### src/rtl/layer_sequencer_pkg.sv
// Shared types for the layer sequencer: descriptor layout and FSM state encoding.
package layer_sequencer_pkg;

    typedef struct packed {
        logic [7:0] ifmap_h;
        logic [3:0] filt_r;
        logic [7:0] ofmap_e;
        logic [9:0] in_ch_c;
        logic [9:0] out_ch_m;
        logic [2:0] stride_u;
        logic [3:0] pass_p;
    } layer_desc_t;

    localparam int unsigned DESC_W = $bits(layer_desc_t);

    typedef enum logic [3:0] {
        S_IDLE   = 4'd0,
        S_GAP0   = 4'd1,
        S_RST    = 4'd2,
        S_SCAN   = 4'd3,
        S_LOAD   = 4'd4,
        S_ISSUE  = 4'd5,
        S_LAUNCH = 4'd6,
        S_RUN    = 4'd7,
        S_GAP    = 4'd8,
        S_FIN    = 4'd9
    } seq_state_e;

endpackage

### src/rtl/layer_sequencer_desc_table.sv
// Per-layer descriptor storage: one write port, one registered read port.
module layer_desc_table
    import layer_sequencer_pkg::*;
#(
    parameter int unsigned NUM_LAYERS = 8,
    localparam int unsigned LIDX_W = $clog2(NUM_LAYERS)
) (
    input  logic              clk,
    input  logic              wr_en,
    input  logic [LIDX_W-1:0] wr_addr,
    input  logic [DESC_W-1:0] wr_data,
    input  logic              rd_en,
    input  logic [LIDX_W-1:0] rd_addr,
    output logic [DESC_W-1:0] rd_data
);

    logic [DESC_W-1:0] mem [NUM_LAYERS];

    always_ff @(posedge clk) begin
        if (wr_en) begin
            mem[wr_addr] <= wr_data;
        end
        if (rd_en) begin
            rd_data <= mem[rd_addr];
        end
    end

endmodule

### src/rtl/layer_sequencer.sv
// Runs a masked subset of stored layer descriptors back to back on the core.
// Optional LAYER_PERF_EN adds a per-layer RUN cycle counter (perf_cycles/perf_valid).
module layer_sequencer
    import layer_sequencer_pkg::*;
#(
    parameter int unsigned NUM_LAYERS = 8,
    parameter int unsigned RST_CYCLES = 1,
    parameter int unsigned GAP_CYCLES = 1,
    localparam int unsigned LIDX_W = $clog2(NUM_LAYERS)
) (
    input  logic                  core_clk,
    input  logic                  core_reset,
    input  logic                  tbl_wr_en,
    input  logic [LIDX_W-1:0]     tbl_wr_addr,
    input  logic [DESC_W-1:0]     tbl_wr_data,
    input  logic [NUM_LAYERS-1:0] layer_mask,
    input  logic                  start,
    output logic                  busy,
    output logic                  done,
    output logic [LIDX_W-1:0]     layer_idx,
    output logic                  acc_soft_reset,
    output logic                  desc_valid,
    input  logic                  desc_ready,
    output logic [DESC_W-1:0]     desc_data,
    output logic                  layer_start,
    input  logic                  layer_done
`ifdef LAYER_PERF_EN
    ,
    output logic [31:0]           perf_cycles,
    output logic                  perf_valid
`endif
);

    localparam int unsigned CNT_MAX = (RST_CYCLES > GAP_CYCLES) ? RST_CYCLES : GAP_CYCLES;
    localparam int unsigned CNT_W   = (CNT_MAX > 1) ? $clog2(CNT_MAX) : 1;
    localparam int unsigned PTR_W   = LIDX_W + 1;
    localparam logic [CNT_W-1:0] RST_LAST = CNT_W'(RST_CYCLES - 1);
    localparam logic [CNT_W-1:0] GAP_LAST = CNT_W'((GAP_CYCLES > 0) ? GAP_CYCLES - 1 : 0);
    localparam logic [PTR_W-1:0] PTR_END  = PTR_W'(NUM_LAYERS);

    seq_state_e            state;
    logic [NUM_LAYERS-1:0] mask_r;
    logic [PTR_W-1:0]      ptr;
    logic [CNT_W-1:0]      cnt;
    logic [LIDX_W-1:0]     layer_idx_r;
    logic [DESC_W-1:0]     tbl_rd_data;

    always_ff @(posedge core_clk) begin
        if (core_reset) begin
            state       <= S_IDLE;
            mask_r      <= '0;
            ptr         <= '0;
            cnt         <= '0;
            layer_idx_r <= '0;
        end else begin
            case (state)
                S_IDLE: if (start) begin
                    mask_r <= layer_mask;
                    ptr    <= '0;
                    cnt    <= '0;
                    state  <= (GAP_CYCLES > 0) ? S_GAP0 : S_RST;
                end
                S_GAP0: if (cnt == GAP_LAST) begin
                    cnt   <= '0;
                    state <= S_RST;
                end else begin
                    cnt <= cnt + CNT_W'(1);
                end
                S_RST: if (cnt == RST_LAST) begin
                    cnt   <= '0;
                    state <= S_SCAN;
                end else begin
                    cnt <= cnt + CNT_W'(1);
                end
                S_SCAN: if (ptr >= PTR_END) begin
                    state <= S_FIN;
                end else if (mask_r[ptr[LIDX_W-1:0]]) begin
                    state <= S_LOAD;
                end else begin
                    ptr <= ptr + PTR_W'(1);
                end
                S_LOAD: begin
                    layer_idx_r <= ptr[LIDX_W-1:0];
                    state       <= S_ISSUE;
                end
                S_ISSUE:  if (desc_ready) state <= S_LAUNCH;
                S_LAUNCH: state <= S_RUN;
                // With no gap configured the pointer advances directly out of RUN.
                S_RUN: if (layer_done) begin
                    cnt <= '0;
                    if (GAP_CYCLES > 0) begin
                        state <= S_GAP;
                    end else begin
                        ptr   <= ptr + PTR_W'(1);
                        state <= S_SCAN;
                    end
                end
                S_GAP: if (cnt == GAP_LAST) begin
                    cnt   <= '0;
                    ptr   <= ptr + PTR_W'(1);
                    state <= S_SCAN;
                end else begin
                    cnt <= cnt + CNT_W'(1);
                end
                S_FIN:   state <= S_IDLE;
                default: state <= S_IDLE;
            endcase
        end
    end

    layer_desc_table #(.NUM_LAYERS(NUM_LAYERS)) u_table (
        .clk     (core_clk),
        .wr_en   (tbl_wr_en && !busy),
        .wr_addr (tbl_wr_addr),
        .wr_data (tbl_wr_data),
        .rd_en   (state == S_LOAD),
        .rd_addr (ptr[LIDX_W-1:0]),
        .rd_data (tbl_rd_data)
    );

    always_comb begin
        busy           = (state != S_IDLE) && (state != S_FIN);
        done           = (state == S_FIN);
        acc_soft_reset = (state == S_RST);
        desc_valid     = (state == S_ISSUE);
        layer_start    = (state == S_LAUNCH);
        layer_idx      = layer_idx_r;
        desc_data      = (state == S_ISSUE) ? tbl_rd_data : '0;
    end

`ifdef LAYER_PERF_EN
    logic [31:0] perf_cnt;

    // The layer_done cycle itself is counted, so the captured value is cnt+1.
    always_ff @(posedge core_clk) begin
        if (core_reset) begin
            perf_cnt    <= '0;
            perf_cycles <= '0;
            perf_valid  <= 1'b0;
        end else begin
            perf_valid <= 1'b0;
            if (state == S_LAUNCH) begin
                perf_cnt <= '0;
            end else if (state == S_RUN) begin
                if (perf_cnt != '1) perf_cnt <= perf_cnt + 32'd1;
                if (layer_done) begin
                    perf_cycles <= (perf_cnt == '1) ? perf_cnt : perf_cnt + 32'd1;
                    perf_valid  <= 1'b1;
                end
            end
        end
    end
`endif

endmodule

### config.mk
export PLATFORM = sky130hd
export DESIGN_NAME = layer_sequencer
export DESIGN_NICKNAME = d
export VERILOG_FILES = /design/src/rtl/layer_sequencer_pkg.sv /design/src/rtl/layer_sequencer_desc_table.sv /design/src/rtl/layer_sequencer.sv
export SDC_FILE = /design/constraint.sdc
export NUM_CORES = 1
export LEC_CHECK = 0
export CAP_MARGIN = 20
export CELL_PAD_IN_SITES_DETAIL_PLACEMENT = 0
export CELL_PAD_IN_SITES_GLOBAL_PLACEMENT = 1
export CORE_MARGIN = 2
export CORE_UTILIZATION = 50
export CTS_CLUSTER_SIZE = 10
export DETAILED_ROUTE_END_ITERATION = 7
export GPL_ROUTABILITY_DRIVEN = 0
export PLACE_DENSITY_LB_ADDON = 0.1
export SLEW_MARGIN = 20
export SYNTH_ARGS = -nofsm -noshare
export SYNTH_HDL_FRONTEND = slang
export SYNTH_HIERARCHICAL = 1
export SYNTH_SLANG_ARGS = --single-unit
### constraint.sdc
create_clock -name core_clk -period 6.95 [get_ports core_clk]
set_clock_uncertainty 0.1 [all_clocks]
set_input_delay 1.39 -clock core_clk [delete_from_list [all_inputs] [get_ports core_clk]]
set_output_delay 1.39 -clock core_clk [all_outputs]
set_load 0.01 [all_outputs]
Word level (Yosys, flattened, before mapping) --
Memory sizes are Yosys's and may differ from the RTL's. A register that Yosys moved wholly into a read port is not among the register bits. Cells that the tools add are included.
Storage, ports and cells: memories 1, bits of input ports 64, register bits 20, word-level logic and storage cells 64, memory bits (writable) 376, output and inout bits 55
Cells by class: add/sub/neg operators 2, eq/ne operators 19, reduce and logical (&&, ||, !) cells 13, order comparisons 2, multiplexer cells 22
Memory list:
- u_table.mem | words 8, bits a word 47, read ports 1, clocked after Yosys merged registers in 1, write ports 1, RTL line layer_sequencer_desc_table.sv:17 | logic [DESC_W-1:0] mem [NUM_LAYERS];
Operators with widths (number):
- 47-bit two-way mux | 1
- 4-bit two-way mux | 11
- 4-bit case mux with 8 select lines | 1
- 4-bit by 3-bit equality test with 1-bit output, second input constant | 4
- 2-bit inequality test, second input constant | 7
- 4-bit case mux with 3 select lines | 1
- 4-bit by 2-bit equality test with 1-bit output, second input constant | 2
- 4-bit equality test, second input constant | 2
- 1-bit two-way mux | 6
- 6-bit AND reduction | 1
- 3-bit nonzero test | 2
- 5-bit AND reduction | 1
- 4-bit by 1-bit adder with 4-bit output, second input constant | 1
- 4-bit by 1-bit equality test with 1-bit output, second input constant | 1
- 4-bit greater-or-equal comparator, second input constant | 1
- 4-bit logical NOT | 1
- 3-bit by 4-bit less-than comparator with 1-bit output, second input constant | 1
- 4-bit inequality test, second input constant | 1
- 4-bit nonzero test | 1
- 1-bit binary-select mux with 3-bit select | 1
- 3-bit inequality test, second input constant | 1
- 1-bit case mux with 3 select lines | 1
- 3-bit AND reduction | 1
- 3-bit OR reduction | 1
- 6 further kinds | 7

Logic depth before layout (Yosys ltp) --
word-level depth 6, depth in mapped cells 5, gate-level depth less buffers 5

Modules after synthesis --
The synthesis kept the hierarchy.
Modules (own cells, without submodules):
- layer_desc_table | times used 1, cells each 603, sequential area each 12702.2 um2, area an instance 15569.9 um2
- layer_sequencer | times used 1, cells each 185, sequential area each 380.4 um2, area an instance 1435.1 um2

Worst setup path after synthesis --
No wires, ideal clock.
kind input port to flip-flop, start point in tbl_wr_en, end point mem u_table/mem[0][0] (netlist bit) (enable), library setup time 0.510 ns, path buffers 0, stages 3, setup slack 1.486 ns, arrival 4.854 ns, data required time 6.340 ns, cell sequence and3_1 > nand2b_1 > nor3_1
Between the ends: longest elaborated chain between the ends 3
Ends and longest elaborated chain:
- start, declared | RTL line layer_sequencer.sv:13 | input logic tbl_wr_en,
- 1-bit logical AND | RTL line layer_sequencer.sv:113 | .wr_en (tbl_wr_en && !busy),
- 1-bit two-way mux | RTL line layer_sequencer_desc_table.sv:20 | if (wr_en) begin
- 1-bit two-way mux (not written as such) | RTL line layer_sequencer_desc_table.sv:21 | mem[wr_addr] <= wr_data;
- end, declared | RTL line layer_sequencer_desc_table.sv:17
Every way passes these cells.

Worst setup path in the final report --
start point reg state[0], end point out desc_data[11]
Between the ends: longest elaborated chain between the ends 2
Ends and longest elaborated chain:
- start, declared | RTL line layer_sequencer.sv:41 | seq_state_e state;
- start signal, assigned | RTL line layer_sequencer.sv:61 | state <= (GAP_CYCLES > 0) ? S_GAP0 : S_RST;
- 4-bit by 3-bit equality test with 1-bit output | RTL line layer_sequencer.sv:128 | desc_data = (state == S_ISSUE) ? tbl_rd_data : '0;
- 47-bit two-way mux | RTL line layer_sequencer.sv:128
- end, declared | RTL line layer_sequencer.sv:24 | output logic [DESC_W-1:0] desc_data,
Every way passes these cells.

==> results_tabular.tex <==
\begin{tabular}{lr}
\hline
Metric & Value \\
\hline
\multicolumn{2}{l}{\textbf{Power and ir drop}} \\
PwrDens & 285.9 nW/um\^{}2 \\
Power after layout & 5.726 mW \\
P\_leak & 6.154 nW \\
Peak supply drop & 0.0002003 V \\
\multicolumn{2}{l}{\textbf{Global route}} \\
Largest net degree at the start of global routing & 82 \\
Antenna violations before repair & 2 \\
Global route total overflow & 0 \\
Aggregate global-route resource usage & 19.46\% \\
First-pass GRT wire length & 51510 um \\
Via count of the first global-routing pass & 8580 \\
\multicolumn{2}{l}{\textbf{Synth}} \\
Library cell with the largest summed area after synthesis & edfxtp\_1 \\
Nets in the synthesized netlist & 854 \\
Post-synthesis sequential element count & 442 \\
Synthesized netlist cell count & 788 \\
Post-Syn Area & 17010 um\^{}2 \\
Proportion of netlist area held by the largest area contributor & 74.70\% \\
Fraction of the yosys area taken by sequential cells & 76.93\% \\
Number of warning messages in the yosys log & 6 \\
Leading post-synthesis cells by cell area & edfxtp\_1 75\%, mux4\_2 13\%, mux2\_2 3.2\% \\
Mean instance size in the synthesized netlist & 21.58 um\^{}2 \\
Count of different cell masters after synthesis & 43 \\
\multicolumn{2}{l}{\textbf{Run status}} \\
Outcome & finished, final reports clean \\
\multicolumn{2}{l}{\textbf{STA}} \\
Max transition margin & 33.77\% \\
RSZ-0062 raised after global routing & false \\
Total Negative Setup Slacks & 0 ps \\
Slew of the pin with the lowest slew margin & 993.4 ps \\
Total of endpoints with negative setup slack in the final report & 0 \\
Number of endpoints with negative hold slack in the final report & 0 \\
Final max-slew violation count & 0 \\
Fmax achieved & 241.5 MHz \\
Fin Hold WS & 354.6 ps \\
Post-route fraction of the period consumed by the critical path & 59.58\% \\
Min Tclk post-route & 4141 ps \\
\multicolumn{2}{l}{\textbf{CTS}} \\
TritonCTS clock tree & done \\
Total of hold buffers inserted after clock tree synthesis & 0 \\
Number of buffers inserted by post-CTS setup repair & 0 \\
Clock transition time at the flip-flop clock pins of the worst setup and hold paths & 60 ps \\
Clock Latency Late Sink & 540 ps \\
Cts bufs inserted & 50 \\
Clock root buffer & clkbuf\_16 \\
Number of H-tree levels & 2 \\
Total number of clock tree sinks & 442 \\
Buffers from clock root to sink, at most & 3 \\
Total of cells resized after clock tree synthesis & 0 \\
\multicolumn{2}{l}{\textbf{Final layout}} \\
N\_diodes & 0 \\
Area Growth Syn to Fin & 17.79\% \\
Share of post-route cells with drive strength above 1 & 24.10\% \\
Layout filler cell count & 2432 \\
Leading cell types in the layout, fill and taps excluded & 423 x edfxtp\_1, 118 x clkdlybuf4s50\_1, 95 x mux4\_2 \\
Commonest non-fill, non-tap cell in the layout & edfxtp\_1 \\
Register cell area after layout & 13090 um\^{}2 \\
Post-layout net count & 999 \\
Multi-input combinational cell area & 3747 um\^{}2 \\
\multicolumn{2}{l}{\textbf{Setup path}} \\
Startpoint of the most critical register-to-register path & state[3] \\
Critical-path cell with the highest stage delay & dfxtp\_1 \\
Reg-to-reg critical path endpoint & u\_table/mem[1][46] \\
Ordered list of cells on the worst path & nand2\_1 > nor3\_2 > buf\_4 > and2\_1 > clkdlybuf4s50\_1 \\
Worst setup path endpoint & desc\_data[11] \\
Type of origin of the critical path & register \\
R2r setup slk & 3920 ps \\
Critical path's largest stage delay & 630 ps \\
Data arrival time of the critical path & 2650 ps \\
Path depth of the worst reg2reg path & 5 \\
First element of the critical path & state[0] \\
Crit-path max FO & 48 \\
Type of the setup path with the least slack & register to output port \\
Critical Path Sink Type & output port \\
Required time worst endpoint & 5460 ps \\
\multicolumn{2}{l}{\textbf{Drt}} \\
Via total after detailed routing & 8037 \\
Number of vias per cell & 5.765 \\
Final routed wire length divided by cell count & 24.29 um \\
First-pass iteration count of the detailed router & 5 \\
Routed Antenna Nets & 0 \\
Number of remaining DRC errors & 0 \\
Detailed router's first-iteration violation count & 682 \\
Total detailed-routing wirelength & 33860 um \\
\multicolumn{2}{l}{\textbf{Min path}} \\
Source of the worst hold timing path & mask\_r[1] \\
Min-delay worst type & register to register \\
\multicolumn{2}{l}{\textbf{Floorplanning}} \\
Starting Density & 50.71\% \\
Total die area & 35500 um\^{}2 \\
Number of primary I/O pins & 119 \\
X dimension of the die & 188.4 um \\
Total number of placement rows & 67 \\
Die Span Y & 188.4 um \\
Placeable core area & 33530 um\^{}2 \\
\multicolumn{2}{l}{\textbf{Placed design}} \\
PortBufs & 118 \\
Total half-perimeter wirelength after legalization and detailed placement & 17800 um \\
\multicolumn{2}{l}{\textbf{Job}} \\
Max-capacitance violation count & 0 \\
\hline
\end{tabular}
==> layer usage <==
layer	vias to the layer above	GRT usage, %	wire [um]	share of wire [%]
li1	3500	-	-	-
met1	4243	27.00	14460	43
met2	240	32.57	17030	50
met3	50	3.613	1775	5.2
met4	4	4.357	566	1.7
met5	-	0	30	0.089
==> layout make-up <==
type                            instances  area share [%]
Timing Repair Buffer                  132           6.440
Clock inverter                          1         0.08120
Tap cell                              448           2.798
Inverter                                5         0.09370
Multi-Input combinational cell        302           18.71
Clock buffer                           64           6.509
Sequential cell                       442           65.37
==> power by group <==
part	switching [mW]	internal, mW	leakage [nW]
combinational	0.224	0.213	1.54
sequential	0.0573	3.03	3.98
clock	0.913	1.29	0.640
==> critical path, delay by kind of cell, from the launching register on <==
kind / cells / cell delay, ps
buf+inv: 2 / 1000
flops: 1 / 630
simple gates: 3 / 470
==> sequential cells by signal (all words and copies together) (netlist names) <==
register	flops
u_table/mem	376
layer_idx	3
u_table/rd_data	47
mask_r	8
state	4
ptr	4
==> metrics by stage <==
| step | utilization (%) | worst slack, ps | instances | area [um^2] |
|---|---|---|---|---|
| floorplan | - | 1486 | 788 | 17010 |
| global placement | 55.79 | 2948 | 1329 | 18710 |
| detailed placement | 55.80 | 2967 | 1329 | 18710 |
| CTS | 59.74 | 2733 | 1394 | 20030 |
| global route | 59.74 | 2574 | 1394 | 20030 |
| finish | 59.74 | 2809 | 1394 | 20030 |
==> how the worst min path moves through the flow <==
stage | end | slack (ps) | cells past startpoint
final | mask_r[1] | 350 | 2
after global routing | mask_r[1] | 380 | 2
after CTS | mask_r[1] | 360 | 2
after detailed placement | mask_r[1] | 350 | 2
after global placement | mask_r[6] | 340 | 2
after floorplan | mask_r[5] | 330 | 2
==> cell usage after synthesis <==
| library cell | instances |
|---|---|
| ha_1 | 2 |
| o22a_1 | 2 |
| a2bb2oi_1 | 1 |
| a21oi_1 | 12 |
| and2_1 | 48 |
| xnor2_1 | 1 |
| o21a_1 | 1 |
| and3_1 | 2 |
| mux2_2 | 49 |
| o21ai_0 | 2 |
| a221o_1 | 1 |
| nor4_2 | 1 |
| dfxtp_1 | 19 |
| edfxtp_1 | 423 |
| buf_1 | 3 |
| buf_2 | 13 |
| nand2b_1 | 8 |
| nor3_1 | 6 |
| nor3_2 | 1 |
| o211ai_1 | 2 |
| mux2_4 | 2 |
| inv_1 | 5 |
| mux4_2 | 95 |
| nand4bb_1 | 1 |
| a221oi_2 | 1 |
| or3b_1 | 2 |
| o32ai_1 | 1 |
| a32oi_1 | 1 |
| nor2_1 | 16 |
| o21ai_2 | 1 |
| nand2_1 | 15 |
| a21o_1 | 2 |
| clkbuf_1 | 15 |
| mux2i_1 | 5 |
| nor2b_1 | 2 |
| a31oi_1 | 1 |
| nand3b_1 | 2 |
| or4_1 | 1 |
| nand3_1 | 11 |
| buf_6 | 8 |
| o2111ai_1 | 1 |
| o22ai_1 | 2 |
| a211oi_2 | 1 |
==> cell families (layout without fill, tap and decap cells) <==
| kind of cell | count (synthesis) | in the layout | share of synthesized area, % |
|---|---|---|---|
| DFF | 442 | 442 | 76.93 |
| muxes | 151 | 151 | 16.30 |
| and+or+nand+nor | 116 | 116 | 3.826 |
| buffers and inverters | 44 | 202 | 1.420 |
| AOI/OAI and AO/OA | 32 | 32 | 1.324 |
| adders and majority gates | 2 | 2 | 0.1471 |
| xor gates and xnor gates | 1 | 1 | 0.05151 |
Note: power is estimated with default switching activity, not from simulation.
==> RTL edit (same flow settings) <==
`NUM_LAYERS` is set to 8 in 2 places; all go to 32.
--- a/src/rtl/layer_sequencer_desc_table.sv
+++ b/src/rtl/layer_sequencer_desc_table.sv
@@ -2,7 +2,7 @@
 module layer_desc_table
     import layer_sequencer_pkg::*;
 #(
-    parameter int unsigned NUM_LAYERS = 8,
+    parameter int unsigned NUM_LAYERS = 32,
     localparam int unsigned LIDX_W = $clog2(NUM_LAYERS)
 ) (
     input  logic              clk,
--- a/src/rtl/layer_sequencer.sv
+++ b/src/rtl/layer_sequencer.sv
@@ -3,7 +3,7 @@
 module layer_sequencer
     import layer_sequencer_pkg::*;
 #(
-    parameter int unsigned NUM_LAYERS = 8,
+    parameter int unsigned NUM_LAYERS = 32,
     parameter int unsigned RST_CYCLES = 1,
     parameter int unsigned GAP_CYCLES = 1,
     localparam int unsigned LIDX_W = $clog2(NUM_LAYERS)
Interface: changed (resized layer_idx, layer_mask and tbl_wr_addr); port bits go from 119 to 147. No check against the original RTL was run, so the function may have changed too.
==> RTL edit against the original RTL <==
  * Sequential cell count is 1156 higher
  * Critical path type unchanged
  * Core utilization is 2.5 points lower
  * Hold slack worse by 0.83 ps
  * Design area grew to 3.5 times the old value
  * Total power grew to 3.5 times the old value
  * Area after synthesis grew to 3.7 times the old value
  * Worst setup slack worse by 340 ps
  * Wire length grew to 4.6 times the old value
==> RTL edit: results (changes against the original RTL) <==
[outcome]
outcome = complete, no violations

[logic_synthesis]
ys_types = 53  ; +23%
synth_area_leaders = edfxtp_1 (74%), mux2i_1 (12%), a22oi_1 (1.7%)
yosysWarnings = 6  ; unchanged
syn_nets = 3717  ; +340%
netlist_top_cells_count = edfxtp_1 (1551), mux2i_1 (767), nand2_1 (213), a21oi_1 (178), nand3_1 (146)
synthArstFlopShare_pct = 0  ; unchanged
synth_ff_type = edfxtp_1
synth_edf_count = 1551  ; +270%
ys_seq_area_share_pct = 75.94  ; -0.99 points

[cts]
cts_resized = 0  ; unchanged
clock_latency_ps = 790  ; +250 ps
root_buffer = clkbuf_16
cts_made_buffers = 180  ; +260%
htreeDepth = 4  ; +2
clockBufferDepth = 3  ; unchanged
clk_pin_slew_ps = 50
cts_setup_buffers = 0  ; unchanged

[critical_path]
worstPathMaxFanout = 30  ; -38%
r2r_slack_ps = 2780  ; -1140 ps
reg2reg_to = u_table/mem[15][46]
crit_end = desc_data[26]
slowest_delay_ps = 570  ; -60 ps
reg2reg_depth = 6  ; +1
critPathSlowestCell = dfxtp_1
startpoint = state[2]
path_delay_family = buffers and inverters

[grt]
grt_max_degree = 123  ; +50%
grt_pass1_wl_um = 226100  ; +340%
grt_usage_pct = 24.52  ; +5.1 points
antenna_found_initial = 6  ; +4
grt_pass1_vias = 33395  ; +290%

[worst_hold_path]
hold_path.class = reg -> reg

[place]
hpwl_um = 88980  ; +400%
port_buffers = 146  ; +24%

[pwr]
p_int_uw = 15930  ; +250%
p_leak_uw = 0.02151  ; +250%
ir_drop_uv = 254.3  ; +27%

[detailed_routing]
first_iter_violations = 3247  ; +380%
firstDrtPassIters = 5  ; unchanged
via_per_inst = 5.988  ; +3.9%
wire_per_inst_um = 28.29  ; +16%

[layout]
drive_above_1_share_pct = 9.995  ; -14 points
n_fill_cell = 9429  ; +290%
largestRegisters = u_table/mem (1504), u_table/rd_data (47), mask_r (32)
nets = 3948  ; +300%

[timing]
slew_headroom_pct = 19.06  ; -15 points

## RTL edit: cell types whose count changed after synthesis, sizes merged, moves of 44 or more
cell,unedited run,this run
edfxtp,423,1551
mux2i,5,767
nand2,15,214
a21oi,12,178
a22oi,0,142
nand3,11,146
a22o,0,94
buf,24,117
mux4,95,6
clkbuf,15,97
mux2,51,0
a31oi,1,50
nor3,7,51
## RTL edit: worst min-delay path, stage by stage (launching register included)
cell	delay, ps
dfxtp_1	300
nand2_1	50
a21oi_1	50
## RTL edit: power by group through the flow
stage / combinational [uW] / sequential (uW) / clock, uW
after global placement: 1170 / 10900 / 0
after global routing: 1280 / 10700 / 8770
after detailed placement: 1200 / 10900 / 0
after floorplan: 793 / 10900 / 0
after CTS: 1200 / 10700 / 8400
final: 1200 / 10700 / 8230
## RTL edit: worst min path at each step
stage	slack, ps	endpoint	startpoint	cells past startpoint
2_1_floorplan	330	mask_r[20]	mask_r[20]	2
3_3_place_gp	340	mask_r[6]	mask_r[6]	2
3_5_place_dp	350	mask_r[3]	mask_r[3]	2
4_1_cts	350	mask_r[3]	mask_r[3]	2
6_report	350	mask_r[3]	mask_r[3]	2
5_1_grt	380	mask_r[12]	mask_r[12]	2
## RTL edit: layout make-up
class,instances,share of cell area (%)
flip-flops and latches,1598,66.93
multi-input cells,1804,19.60
clock buffers,207,6.679
repair buffers,263,3.627
well taps,1637,2.885
clock inverters,11,0.2238
inverters,9,0.04934
diodes,1,0.003524
## RTL edit: logic make-up after synthesis
| family | count (synthesis) | share of synthesized area (%) |
|---|---|---|
| compound gates | 483 | 5.163 |
| xor+xnor | 1 | 0.01400 |
| fa+ha+maj | 2 | 0.03999 |
| buf+inv | 223 | 2.294 |
| flops | 1598 | 75.94 |
| mux | 773 | 12.49 |
| simple gates | 545 | 4.059 |
## RTL edit: per-stage QoR
step	cell area, sq um	setup WS [ps]	std cells	total power, uW	hold WS (ps)
after floorplan	62570	2178	3625	11710	333.1
after global placement	65990	2091	5305	12110	344.5
after detailed placement	66060	2037	5308	12140	347.6
after CTS	70960	2369	5526	20350	355.0
after global routing	71000	2260	5529	20790	378.6
final	71000	2464	5530	20170	353.8
## RTL edit: routing by layer
layer,part of all wire [%],vias to the layer above,GRT usage [%],wire [um]
met4,2.4,6,7.146,3693
li1,-,14653,-,-
met3,7.0,220,4.641,10990
met5,0.10,-,0.7037,159
met1,43,17103,34.56,67410
met2,47,1130,39.07,74180
